[src/rtl/vec_check_pkg.sv]
// Shared state encoding and width helper for the vector stimulus checker.
package vec_check_pkg;

   typedef enum logic [2:0] {S_IDLE, S_HOLD, S_DRIVE, S_DRAIN, S_DONE} state_e;

   // Bits needed to index n items, never narrower than one bit.
   function automatic int unsigned width_of(input int unsigned n);
      return (n <= 2) ? 1 : $clog2(n);
   endfunction

endpackage

[src/rtl/vec_delay_line.sv]
// Delays {valid, idx, expect} by LATENCY cycles so the expected value lines up
// with the DUT response; depth 0 is a straight wire.
module vec_delay_line #(
   parameter int LATENCY = 1,
   parameter int IDX_W   = 2,
   parameter int DW      = 1
) (
   input  logic             clk_i,
   input  logic             rst_ni,
   input  logic             flush_i,
   input  logic             vld_i,
   input  logic [IDX_W-1:0] idx_i,
   input  logic [DW-1:0]    exp_i,
   output logic             vld_o,
   output logic [IDX_W-1:0] idx_o,
   output logic [DW-1:0]    exp_o
);

   if (LATENCY == 0) begin : g_pass
      assign vld_o = vld_i;
      assign idx_o = idx_i;
      assign exp_o = exp_i;
   end else begin : g_pipe
      logic [LATENCY-1:0]            vld_q;
      logic [LATENCY-1:0][IDX_W-1:0] idx_q;
      logic [LATENCY-1:0][DW-1:0]    exp_q;

      always_ff @(posedge clk_i or negedge rst_ni) begin
         if (!rst_ni) begin
            vld_q <= '0;
            idx_q <= '0;
            exp_q <= '0;
         end else if (flush_i) begin
            vld_q <= '0;
         end else begin
            vld_q[0] <= vld_i;
            idx_q[0] <= idx_i;
            exp_q[0] <= exp_i;
            for (int i = 1; i < LATENCY; i++) begin
               vld_q[i] <= vld_q[i-1];
               idx_q[i] <= idx_q[i-1];
               exp_q[i] <= exp_q[i-1];
            end
         end
      end

      assign vld_o = vld_q[LATENCY-1];
      assign idx_o = idx_q[LATENCY-1];
      assign exp_o = exp_q[LATENCY-1];
   end

endmodule

[src/rtl/vec_stim_check.sv]
// Stimulus sequencer and response checker: resets the DUT, walks the vector
// table, compares delayed expectations against resp and reports the result.
module vec_stim_check
   import vec_check_pkg::*;
#(
   parameter int WIDTH_IN     = 2,
   parameter int WIDTH_OUT    = 1,
   parameter int NUM_VEC      = 4,
   parameter int LATENCY      = 1,
   parameter int HOLD_CYCLES  = 16,
   parameter int STOP_ON_FAIL = 1,
   parameter logic [NUM_VEC*WIDTH_IN-1:0]  STIM   = '0,
   parameter logic [NUM_VEC*WIDTH_OUT-1:0] EXPECT = '0,
   localparam int IDX_W = width_of(NUM_VEC),
   localparam int CNT_W = width_of(NUM_VEC + 1)
) (
   input  logic                 clock,
   input  logic                 reset,
   input  logic                 start,
   output logic                 dut_rst,
   output logic [WIDTH_IN-1:0]  stim,
   input  logic [WIDTH_OUT-1:0] resp,
   output logic                 busy,
   output logic                 done,
   output logic                 pass,
   output logic [IDX_W-1:0]     fail_idx,
   output logic [CNT_W-1:0]     err_count
);

   localparam int HC_W = width_of(HOLD_CYCLES + 1);
   localparam int DC_W = width_of(LATENCY + 1);

   state_e               state_q;
   logic [IDX_W-1:0]     idx_q, fail_q;
   logic [CNT_W-1:0]     err_q, err_d;
   logic [HC_W-1:0]      hold_q;
   logic [DC_W-1:0]      drain_q;
   logic [WIDTH_IN-1:0]  stim_q;
   logic                 dut_rst_q, busy_q, done_q, pass_q;
   logic                 dl_vld;
   logic [IDX_W-1:0]     dl_idx;
   logic [WIDTH_OUT-1:0] dl_exp, exp_cur;
   logic                 mis, start_ok, last_vec, hold_end, drain_end, to_done, flush;

   function automatic logic [WIDTH_IN-1:0] vec_at(input logic [IDX_W-1:0] i);
      return STIM[int'(i)*WIDTH_IN +: WIDTH_IN];
   endfunction

   always_comb begin
      exp_cur   = EXPECT[int'(idx_q)*WIDTH_OUT +: WIDTH_OUT];
      start_ok  = start && (state_q == S_IDLE || state_q == S_DONE);
      // Case-inequality so an X/Z response is reported rather than masked.
      mis       = dl_vld && (resp !== dl_exp) && (state_q == S_DRIVE || state_q == S_DRAIN);
      err_d     = (mis && err_q != '1) ? err_q + 1'b1 : err_q;
      last_vec  = idx_q == IDX_W'(NUM_VEC - 1);
      hold_end  = (HOLD_CYCLES <= 1) || (hold_q == HC_W'(HOLD_CYCLES - 1));
      drain_end = drain_q == DC_W'(LATENCY - 1);
      to_done   = (state_q == S_DRIVE && ((mis && STOP_ON_FAIL != 0) || (last_vec && LATENCY == 0))) ||
                  (state_q == S_DRAIN && ((mis && STOP_ON_FAIL != 0) || drain_end));
      flush     = start_ok || to_done;
   end

   vec_delay_line #(.LATENCY(LATENCY), .IDX_W(IDX_W), .DW(WIDTH_OUT)) u_dly (
      .clk_i  (clock),
      .rst_ni (reset),
      .flush_i(flush),
      .vld_i  (state_q == S_DRIVE),
      .idx_i  (idx_q),
      .exp_i  (exp_cur),
      .vld_o  (dl_vld),
      .idx_o  (dl_idx),
      .exp_o  (dl_exp)
   );

   always_ff @(posedge clock or negedge reset) begin
      if (!reset) begin
         state_q   <= S_IDLE;
         idx_q     <= '0;
         hold_q    <= '0;
         drain_q   <= '0;
         stim_q    <= '0;
         dut_rst_q <= 1'b1;
         busy_q    <= 1'b0;
         done_q    <= 1'b0;
         pass_q    <= 1'b0;
         fail_q    <= '0;
         err_q     <= '0;
      end else begin
         err_q <= err_d;
         if (mis && err_q == '0) fail_q <= dl_idx;
         case (state_q)
            S_IDLE, S_DONE: if (start_ok) begin
               state_q   <= S_HOLD;
               hold_q    <= '0;
               err_q     <= '0;
               fail_q    <= '0;
               done_q    <= 1'b0;
               pass_q    <= 1'b0;
               busy_q    <= 1'b1;
               dut_rst_q <= 1'b1;
               stim_q    <= '0;
            end
            S_HOLD: if (hold_end) begin
               state_q   <= S_DRIVE;
               idx_q     <= '0;
               stim_q    <= vec_at('0);
               dut_rst_q <= 1'b0;
            end else begin
               hold_q <= hold_q + 1'b1;
            end
            S_DRIVE: if (to_done) begin
               state_q <= S_DONE;
               busy_q  <= 1'b0;
               done_q  <= 1'b1;
               pass_q  <= (err_d == '0);
            end else if (last_vec) begin
               state_q <= S_DRAIN;
               drain_q <= '0;
            end else begin
               idx_q  <= idx_q + 1'b1;
               stim_q <= vec_at(idx_q + 1'b1);
            end
            S_DRAIN: if (to_done) begin
               state_q <= S_DONE;
               busy_q  <= 1'b0;
               done_q  <= 1'b1;
               pass_q  <= (err_d == '0);
            end else begin
               drain_q <= drain_q + 1'b1;
            end
            default: state_q <= S_IDLE;
         endcase
      end
   end

   assign dut_rst   = dut_rst_q;
   assign stim      = stim_q;
   assign busy      = busy_q;
   assign done      = done_q;
   assign pass      = pass_q;
   assign fail_idx  = fail_q;
   assign err_count = err_q;

endmodule

[config.mk]
export PLATFORM = sky130hd
export DESIGN_NAME = vec_stim_check
export DESIGN_NICKNAME = d
export VERILOG_FILES = /design/src/rtl/vec_check_pkg.sv /design/src/rtl/vec_delay_line.sv /design/src/rtl/vec_stim_check.sv
export SDC_FILE = /design/constraint.sdc
export NUM_CORES = 1
export LEC_CHECK = 0
export CAP_MARGIN = 30
export CELL_PAD_IN_SITES_DETAIL_PLACEMENT = 1
export CELL_PAD_IN_SITES_GLOBAL_PLACEMENT = 2
export CORE_ASPECT_RATIO = 2
export CORE_UTILIZATION = 37
export CTS_BUF_LIST = sky130_fd_sc_hd__clkbuf_8
export DETAILED_ROUTE_END_ITERATION = 8
export HOLD_SLACK_MARGIN = 0.12
export PLACE_DENSITY = 0.89
export SYNTH_ARGS = -nofsm -noshare
export SYNTH_HDL_FRONTEND = slang
export SYNTH_HIERARCHICAL = 1
export SYNTH_SLANG_ARGS = --single-unit
[constraint.sdc]
create_clock -name clock -period 2.36 [get_ports clock]
set_clock_uncertainty 0.2 [all_clocks]
set_input_delay 0.354 -clock clock [delete_from_list [all_inputs] [get_ports clock]]
set_output_delay 0.354 -clock clock [all_outputs]
set_load 0.05 [all_outputs]
Word-level counts from Yosys, hierarchy flattened

Cells that the tools add are included.

Word-level logic and storage cells: 106
Output and inout port bits: 11
Register bits after elaboration: 26
Input bits: 4

Add/subtract/negate cells: 4
Bitwise operators: 1
Multiplexer cells: 38
Eq/ne operators: 18
Shift-type cells: 2
Reductions and logical operators: 29

Operator list:

| cell                                                                        | number |
|---|---|
| 3-bit 2-to-1 mux                                                            | 8 |
| 2-bit 2-to-1 mux                                                            | 9 |
| 2-bit != test (second input constant)                                       | 8 |
| 3-bit one-hot mux with 4 select lines                                       | 1 |
| 4-bit AND reduction                                                         | 3 |
| 1-bit 2-to-1 mux                                                            | 10 |
| 5-bit 2-to-1 mux                                                            | 2 |
| 1-bit one-hot mux with 2 select lines                                       | 5 |
| 5-bit one-hot mux with 2 select lines                                       | 1 |
| 3-bit zero test                                                             | 3 |
| 3-bit AND reduction                                                         | 3 |
| 2-bit nonzero test                                                          | 4 |
| 8-bit by 4-bit indexed part select with 2-bit output (first input constant) | 1 |
| 1-bit logical AND                                                           | 7 |
| 3-bit by 2-bit equality test with 1-bit output (second input constant)      | 2 |
| 3-bit != test (second input constant)                                       | 2 |
| 2-bit one-hot mux with 3 select lines                                       | 1 |
| 5-bit by 1-bit adder with 5-bit output (second input constant)              | 1 |
| 5-bit by 4-bit equality test with 1-bit output (second input constant)      | 1 |
| 1-bit logical OR                                                            | 5 |
| 5-bit AND reduction                                                         | 1 |
| 2-bit one-hot mux with 2 select lines                                       | 1 |
| 2-bit OR reduction                                                          | 2 |
| 4-bit by 3-bit indexed part select with 1-bit output (first input constant) | 1 |
| 10 further kinds                                                            | 10 |

Logic depth before layout (Yosys ltp)

Word-level depth: 8
Gate-level depth with buffers: 7
Mapped depth without buffers: 7

Cells and area by module

Netlist, hierarchy kept.

Modules (own cells, without submodules):

| module         | sequential area each (um2) | cells an instance | times used | area each (um2) |
|---|---|---|---|---|
| vec_stim_check | 501.7                      | 106               | 1          | 1118.6 |
| vec_delay_line | 100.1                      | 8                 | 1          | 142.6 |

Worst setup path before layout

Ideal clock, no wire load.

Path type: register -> register
Start: reg hold_q[0]
End: reg hold_q[3]
Arrival time: 1.626 ns
Cell stages (with the launch flop): 8
Clock period less this slack: 1.946 ns
Required time: 2.041 ns
Slack: 0.414 ns
Buffers on the path: 0
Setup time: 0.119 ns
Cell sequence: dfrtp_1 ha_1 and3_1 ha_1 nor4b_4 nand4_1 xor2_1 nor2_1

Cells in the longest elaborated chain, start to end: 3
Elaborated cells on any way between the ends: 6
Classes of those cells: add/sub: 1; eq/ne: 2; mux: 2; reduce/logical: 1

RTL lines:

| element                                                                                                  | line                                        | text |
|---|---|---|
| start, declared                                                                                          | vec_stim_check.sv:36                        | `logic [HC_W-1:0] hold_q;` |
| start signal, assigned                                                                                   | vec_stim_check.sv:109                       | `hold_q <= hold_q + 1'b1;` |
| 5-bit by 1-bit adder with 5-bit output or 5-bit by 4-bit equality test with 1-bit output (tied branches) | vec_stim_check.sv:109, vec_stim_check.sv:56 |  |
| 5-bit 2-to-1 mux or 2-bit != test (tied branches)                                                        | n/a                                         |  |
| 5-bit one-hot mux with 2 select lines or 3-bit AND reduction (tied branches)                             | n/a                                         |  |

Parallel ways exist; a longest one is shown, timed or not. The select of a mux whose other input is x is not followed.
A chain may end at the register's enable or synchronous reset.

Final worst setup path

Start: reg hold_q[0]
End: reg hold_q[2]

Same word-level chain as after synthesis.

==> results.txt <==
----------------------------------------------------
[Run status]
  Run status ... finished clean

[Power and ir drop]
  Power spent charging and discharging nets ... 0.000596 W
  Part of the power in registers ... 40.4%
  Power after layout ... 0.00161 W
  Sw Ratio ... 37.0%
  Part of the total power dissipated in combinational logic ... 37.0%
  Internal Dissipation ... 0.00102 W
  Worst ir drop on vdd ... 0.632 mV
  Leakage power ... 0.746 nW
  Portion of total power attributed to the clock network ... 22.6%
  Power density over cell area ... 1080 mW/mm^2

[Timing]
  Unrepaired setup endpoints after global routing ... false
  Worst slew pin tran ... 495 ps
  Post-route minimum period ... 2190 ps
  Setup Viol. Count Final ... 0
  Final critical-path share of the clock period ... 92.9%
  Final Max Tran Viols ... 0
  Maximum frequency from static timing analysis ... 0.456 GHz
  Final Hold Fails ... 0
  Relative slew margins ... 66.9%
  Setup ws final ... 166 ps
  Post-Route Setup TNS ... 0 ps

[Clock tree]
  Total number of H-tree levels ... 1
  Resized cells post-CTS ... 0
  Number of buffers created by CTS ... 3
  Number of hold buffers added after cts ... 0
  Clock sink total ... 24
  Root Driver ... clkbuf_8
  TritonCTS clock tree ... done
  Clock input transition at the sequential cells of the worst setup and hold paths ... 90 ps
  Postcts setup bufs ... 0
  Worst-skew pair later-pin latency ... 280 ps
  Worst-case clock buffer depth ... 2

[Critical path]
  Worst-path cell chain ... ha_1 -> and3_1 -> ha_1 -> nor3b_2 -> o21a_1 -> a21oi_1 -> a311oi_1
  Cell at the slowest stage of the critical path ... dfrtp_1
  Nature of the critical path endpoint ... flop
  Setup crit start kind ... flop
  Critical setup path kind ... reg -> reg
  Critical path's largest stage delay ... 420 ps
  Worst path arrival time ... 2160 ps
  Origin of the critical flop-to-flop path ... hold_q[0]
  Worst reg-to-reg path cell count ... 7
  Cell type with the highest occurrence count on the critical path ... ha_1
  Maximum fanout along the worst path ... 4
  Required time at the worst-slack endpoint ... 2330 ps
  Worst setup startpoint ... hold_q[0]

[Die]
  Placeable Area ... 0.00319 mm^2
  Number of ports placed on the die boundary ... 15
  Number of rows created at floorplan ... 29
  Die Area ... 0.00366 mm^2
  Width of the die ... 43.3 um
  Die height ... 84.6 um
  Starting density of the core ... 39.5%

[Yosys]
  Post-synthesis instance area ... 0.00126 mm^2
  Cell types with the largest area share after synthesis ... dfrtp_1, mux2i_1, ha_1, nor2_1, mux2_2
  Number of synthesized register bits ... 24
  Gate count of the mapped netlist ... 114
  Post-Synthesis Mean Instance Area ... 11.1 um^2
  Sequential-to-total area share from yosys stat ... 47.7%
  Post-synth top area cell ... dfrtp_1
  Yosys synthesis warning count ... 6
  Count of distinct cell types in the synthesized netlist ... 37
  Area share of the largest cell type after synthesis ... 45.6%

[Drt]
  Number of design rule violations left after detail routing ... 0
  Residual antenna-violating net count after detailed routing ... 0
  Overall routed net length ... 2670 um
  Number of iterations in the first detailed-routing pass ... 4
  Average vias per placed instance ... 5.42
  Overall via count from detail_route ... 878
  Routed len/inst ... 16.5 um
  Number of violations reported at the end of detailed-routing iteration 0 ... 17

[Placed design]
  Worst-case setup slack after placement ... 200 ps
  GP Congestion ... 0.761
  Placement Cell Area ... 0.00143 mm^2
  Placed wire-length estimate ... 2040 um
  Port Buf Inserts ... 12

[GRT]
  Number of global-route vias before repair ... 964
  M1 GR Usage ... 17.8%
  Total track usage ... 16.7%
  Pin count of the biggest net entering global routing ... 25
  First-pass GRT wire length ... 4510 um
  Global-route layer with the greatest usage ... met2
  Met2 Usage GRT ... 30.9%
  Antenna violations before repair ... 0
  Met3 Use GR ... 2.15%
  Remaining global-route overflow ... 0

[Final layout]
  Share of final-layout standard cells stronger than drive strength 1 ... 15.3%
  Design Area, Final ... 0.00150 mm^2
  Total of fill cells in the finished design ... 358
  Number of inserted diodes ... 0
  Count of nets after finishing ... 142
  P&R area growth vs syn ... 18.8%

[Run]
  Max-cap check violation count ... 0

[Worst hold path]
  Type of the tightest min-delay check ... in -> async

----------------------------------------------------
## synthesized netlist by cell type (all sizes together)
library cell,count
nand2b,1
nor2b,4
o21ai,6
nand2,6
o22ai,1
buf,3
a21oi,5
ha,6
inv,5
nor3,3
and2,1
nor3b,1
and2b,1
mux2,3
a211oi,1
nand3,2
and3,2
nor2,15
dfrtp,23
xnor2,2
nor4b,1
nand4b,1
nand4,2
conb,1
a22o,1
xor2,2
a311oi,1
dfstp,1
o21a,2
mux2i,8
a21o,2
clkbuf,1
## sequential cells by signal (all words and copies together) (netlist names)
register	cells
hold_q	5
err_count	3
state_q	3
fail_idx	2
idx_q	2
u_dly/idx_o	2
busy	1
done	1
drain_q	1
dut_rst	1
pass	1
u_dly/exp_o	1
u_dly/vld_o	1
## cell usage in the layout (no fill, tap or decap), types with 4 or more instances in the layout
cell type | Yosys | final
mux2i_1 | 8 | 8
nand2_1 | 6 | 6
o21ai_1 | 4 | 4
ha_1 | 6 | 6
dfrtp_1 | 23 | 23
nor2_1 | 14 | 14
a21oi_1 | 5 | 5
inv_1 | 5 | 5
clkdlybuf4s50_1 | 0 | 12
## worst max-delay path, delay by kind of cell (launching register included)
kind            cells  cell delay, ps
fa+ha+maj           2             490
compound gates      3             570
simple gates        2             390
flops               1             420
## kinds of logic (layout without fill, tap and decap cells)
family	Yosys count	after routing	synth area share (%)
AOI/OAI and AO/OA	19	19	10.2
xor gates and xnor gates	4	4	3.37
adders and majority gates	6	6	5.95
buffers and inverters	9	24	3.37
DFF	24	24	47.7
muxes	11	11	9.03
other	1	3	0.297
and+or+nand+nor	40	40	20.0
## metal layers
metal	routed length, um	share of wire, %	vias up
met1	946	35	443
met5	0	0	-
met4	59	2.2	0
li1	-	-	419
met3	64	2.4	6
met2	1600	60	10
## metrics by stage
stage / utilization, % / hold WS, ps / cells
after global placement: 44.7 / 263 / 158
after floorplan: - / -142 / 116
after detailed placement: 44.7 / 301 / 158
final: 46.9 / 228 / 162
after CTS: 46.9 / 241 / 162
after global routing: 46.9 / 270 / 162
## area by class of cell
| type | instances | area, um^2 | area share, % |
|---|---|---|---|
| inverter | 5 | 18.8 | 1.25 |
| sequential | 24 | 602 | 40.2 |
| timing repair buffer | 15 | 143 | 9.52 |
| clock inverter | 1 | 30.0 | 2.01 |
| tap | 31 | 38.8 | 2.59 |
| multi-input combinational | 83 | 624 | 41.7 |
| clock buffer | 3 | 41.3 | 2.76 |
## path summary, 6_finish.rpt
path / to / slack, ps
min in group clock: busy / 310
max in group asynchronous: dut_rst / 1450
min reg2reg: busy / 310
max reg2reg: hold_q[2] / 170
max: hold_q[2] / 170
min: idx_q[0] / 230
## power groups by stage
stage	Clock (W)	Combinational, W	Sequential (W)
final	0.000364	0.000597	0.000651
after global routing	0.000383	0.000647	0.000671
after CTS	0.000370	0.000608	0.000653
after detailed placement	0	0.000598	0.000660
after global placement	0	0.000564	0.000648
after floorplan	0	0.000348	0.000711
No activity file was read; power rests on OpenSTA's default activity.
==> RTL edit (same settings) <==
The 5 states of `state_e` get a one-hot encoding in 5 bits.
--- a/src/rtl/vec_check_pkg.sv
+++ b/src/rtl/vec_check_pkg.sv
@@ -1,7 +1,7 @@
 // Shared state encoding and width helper for the vector stimulus checker.
 package vec_check_pkg;
 
-   typedef enum logic [2:0] {S_IDLE, S_HOLD, S_DRIVE, S_DRAIN, S_DONE} state_e;
+   typedef enum logic [4:0] {S_IDLE = 5'b00001, S_HOLD = 5'b00010, S_DRIVE = 5'b00100, S_DRAIN = 5'b01000, S_DONE = 5'b10000} state_e;
 
    // Bits needed to index n items, never narrower than one bit.
    function automatic int unsigned width_of(input int unsigned n);
Formal check against the unedited RTL: same outputs for any inputs over 10 cycles, from zero or initial values and one cycle with reset low; not proved beyond that.
==> RTL edit against the original RTL <==
- final area is 6.7% higher
- worst setup slack worse by 0.063 ns
- via count is 17% higher
- routed wire length is 17% higher
- die area is 5.4% higher
- area after synthesis is 5.6% higher
- largest cell class is now sequential cells
- sequential cell count is 2 higher
- synthesized cell count is 14% higher
- non-clock buffer count is 4 higher
Power is not compared: it rests on default switching activity, and its combinational part moved more than twofold at a synthesized area within 25%.
==> RTL edit: results <==
export IMPL_worstPathMaxFanout=7
export IMPL_yosys_area_top_type_share=0.4511
export IMPL_cts_resized=0
export IMPL_synth_warnings=6
export IMPL_ctsRootBufferMaster="clkbuf_8"
export IMPL_worst_ir_drop_vdd_uv=442.0
export IMPL_worstMarginPinSlew_ns=0.4980
export IMPL_path_class="reg -> reg"
export IMPL_status="complete, no violations"
export IMPL_synth_area_leaders="dfrtp_1 45%, ha_1 5.6%, dfstp_2 3.9%"
export IMPL_yosysSeqAreaShare=0.4906
export IMPL_clk_latency_ns=0.27
export IMPL_hpwlAfterDp_mm=2.381
export IMPL_async_flop_share=1.000
export IMPL_hold_class="in -> async"
export IMPL_grt_pass1_wl_mm=5.313
export IMPL_clk_path_buf_depth=2
export IMPL_synth_common_cells="24 x dfrtp_1, 12 x nor2_1, 11 x nand2_1"
export IMPL_htreeDepth=1
export IMPL_grt_use_total=0.1889
export IMPL_critPathArrivalTime_ns=2.22
export IMPL_setup_worst_path_start="state_q[0]$_DFFE_PN1P_"
export IMPL_r2r_end="u_dly/idx_o[1]$_DFFE_PN0N_"
export IMPL_drt_total_wl_mm=3.139
export IMPL_cts_setup_buffers=0
export IMPL_leakage_nw=0.7848
export IMPL_io_buffers=12
export IMPL_antenna_cells=0
export IMPL_antenna_found_initial=0
export IMPL_dr_pass1_iters=4
export IMPL_layoutNonFillerInstCount=196
export IMPL_drive_gt1_frac=0.1351
export IMPL_syn_area_per_cell_um2=10.24
export IMPL_nets=159
export IMPL_path_clk_slew_ns=0.09
export IMPL_synth_main_ff_cell="dfrtp_1"
export IMPL_grt_pass1_vias=1149
export IMPL_cts_buffers=3
export IMPL_post_place_cells=192
export IMPL_reg2reg_depth=5
export IMPL_num_vias=1026
export IMPL_cap_violations=0
export IMPL_yosysUniqueCellTypes=40
export IMPL_gp_congestion=0.8399
export IMPL_grt_max_degree=27
export IMPL_drtIter0Drc=5
export IMPL_rrSetupSlack_ns=0.10
RTL edit: through the flow:
| stage | hold WS, ns | setup slack [ns] | utilization | area (µm²) |
|---|---|---|---|---|
| after floorplan | -0.1416 | 0.04639 | - | 1339 |
| after global placement | 0.2670 | 0.1281 | 0.4469 | 1526 |
| after detailed placement | 0.2798 | 0.05364 | 0.4469 | 1526 |
| after CTS | 0.2515 | 0.1087 | 0.4678 | 1598 |
| after global routing | 0.2874 | 0.06174 | 0.4678 | 1598 |
| final | 0.2458 | 0.1032 | 0.4678 | 1598 |
RTL edit: worst min-delay path by stage:
stage,cells after the start,end,slack [ns],from
6_report,2,busy$_DFFE_PN0P_,0.25,reset
2_1_floorplan,0,busy$_DFFE_PN0P_,-0.14,reset
4_1_cts,2,hold_q[1]$_DFFE_PN0P_,0.25,reset
3_3_place_gp,2,done$_DFFE_PN0P_,0.27,done$_DFFE_PN0P_
3_5_place_dp,2,done$_DFFE_PN0P_,0.28,done$_DFFE_PN0P_
5_1_grt,2,busy$_DFFE_PN0P_,0.29,reset
RTL edit: critical path, cell delays in order (launching register included):
cell     delay (ns)
dfstp_2        0.42
or3_1          0.39
or3_1          0.42
and2_4         0.22
nand2_1        0.14
mux2_2         0.36
RTL edit: area by class of cell:
class	instances	area (µm²)
Fill cell	394	1818
Clock inverter	1	30.03
Timing Repair Buffer	19	172.7
Sequential cell	26	653.1
Multi-Input combinational cell	90	606.8
Tap cell	48	60.06
Clock buffer	3	41.29
Inverter	9	33.78
RTL edit: logic make-up after synthesis:
family,after synthesis,share of synthesized area
simple gates,48,0.1899
flops,26,0.4906
compound gates,20,0.1053
buf+inv,16,0.05920
mux,7,0.05639
fa+ha+maj,6,0.05639
xor+xnor,6,0.03947
other cells,1,0.002817
RTL edit: layer usage:
metal | track usage | vias up | routed length [µm] | part of all wire
li1 | - | 482 | - | -
met1 | 0.1914 | 520 | 1168 | 0.37
met2 | 0.3623 | 16 | 1848 | 0.59
met3 | 0.02083 | 8 | 50 | 0.016
met4 | 0.08264 | 0 | 73 | 0.023
met5 | 0 | - | 0 | 0
RTL edit: where the power goes:
| group | total, mW | internal (mW) | switching [mW] |
|---|---|---|---|
| Clock | 0.370 | 0.227 | 0.143 |
| Sequential | 0.525 | 0.486 | 0.0382 |
| Combinational | 0.293 | 0.118 | 0.175 |
| Total | 1.19 | 0.831 | 0.356 |
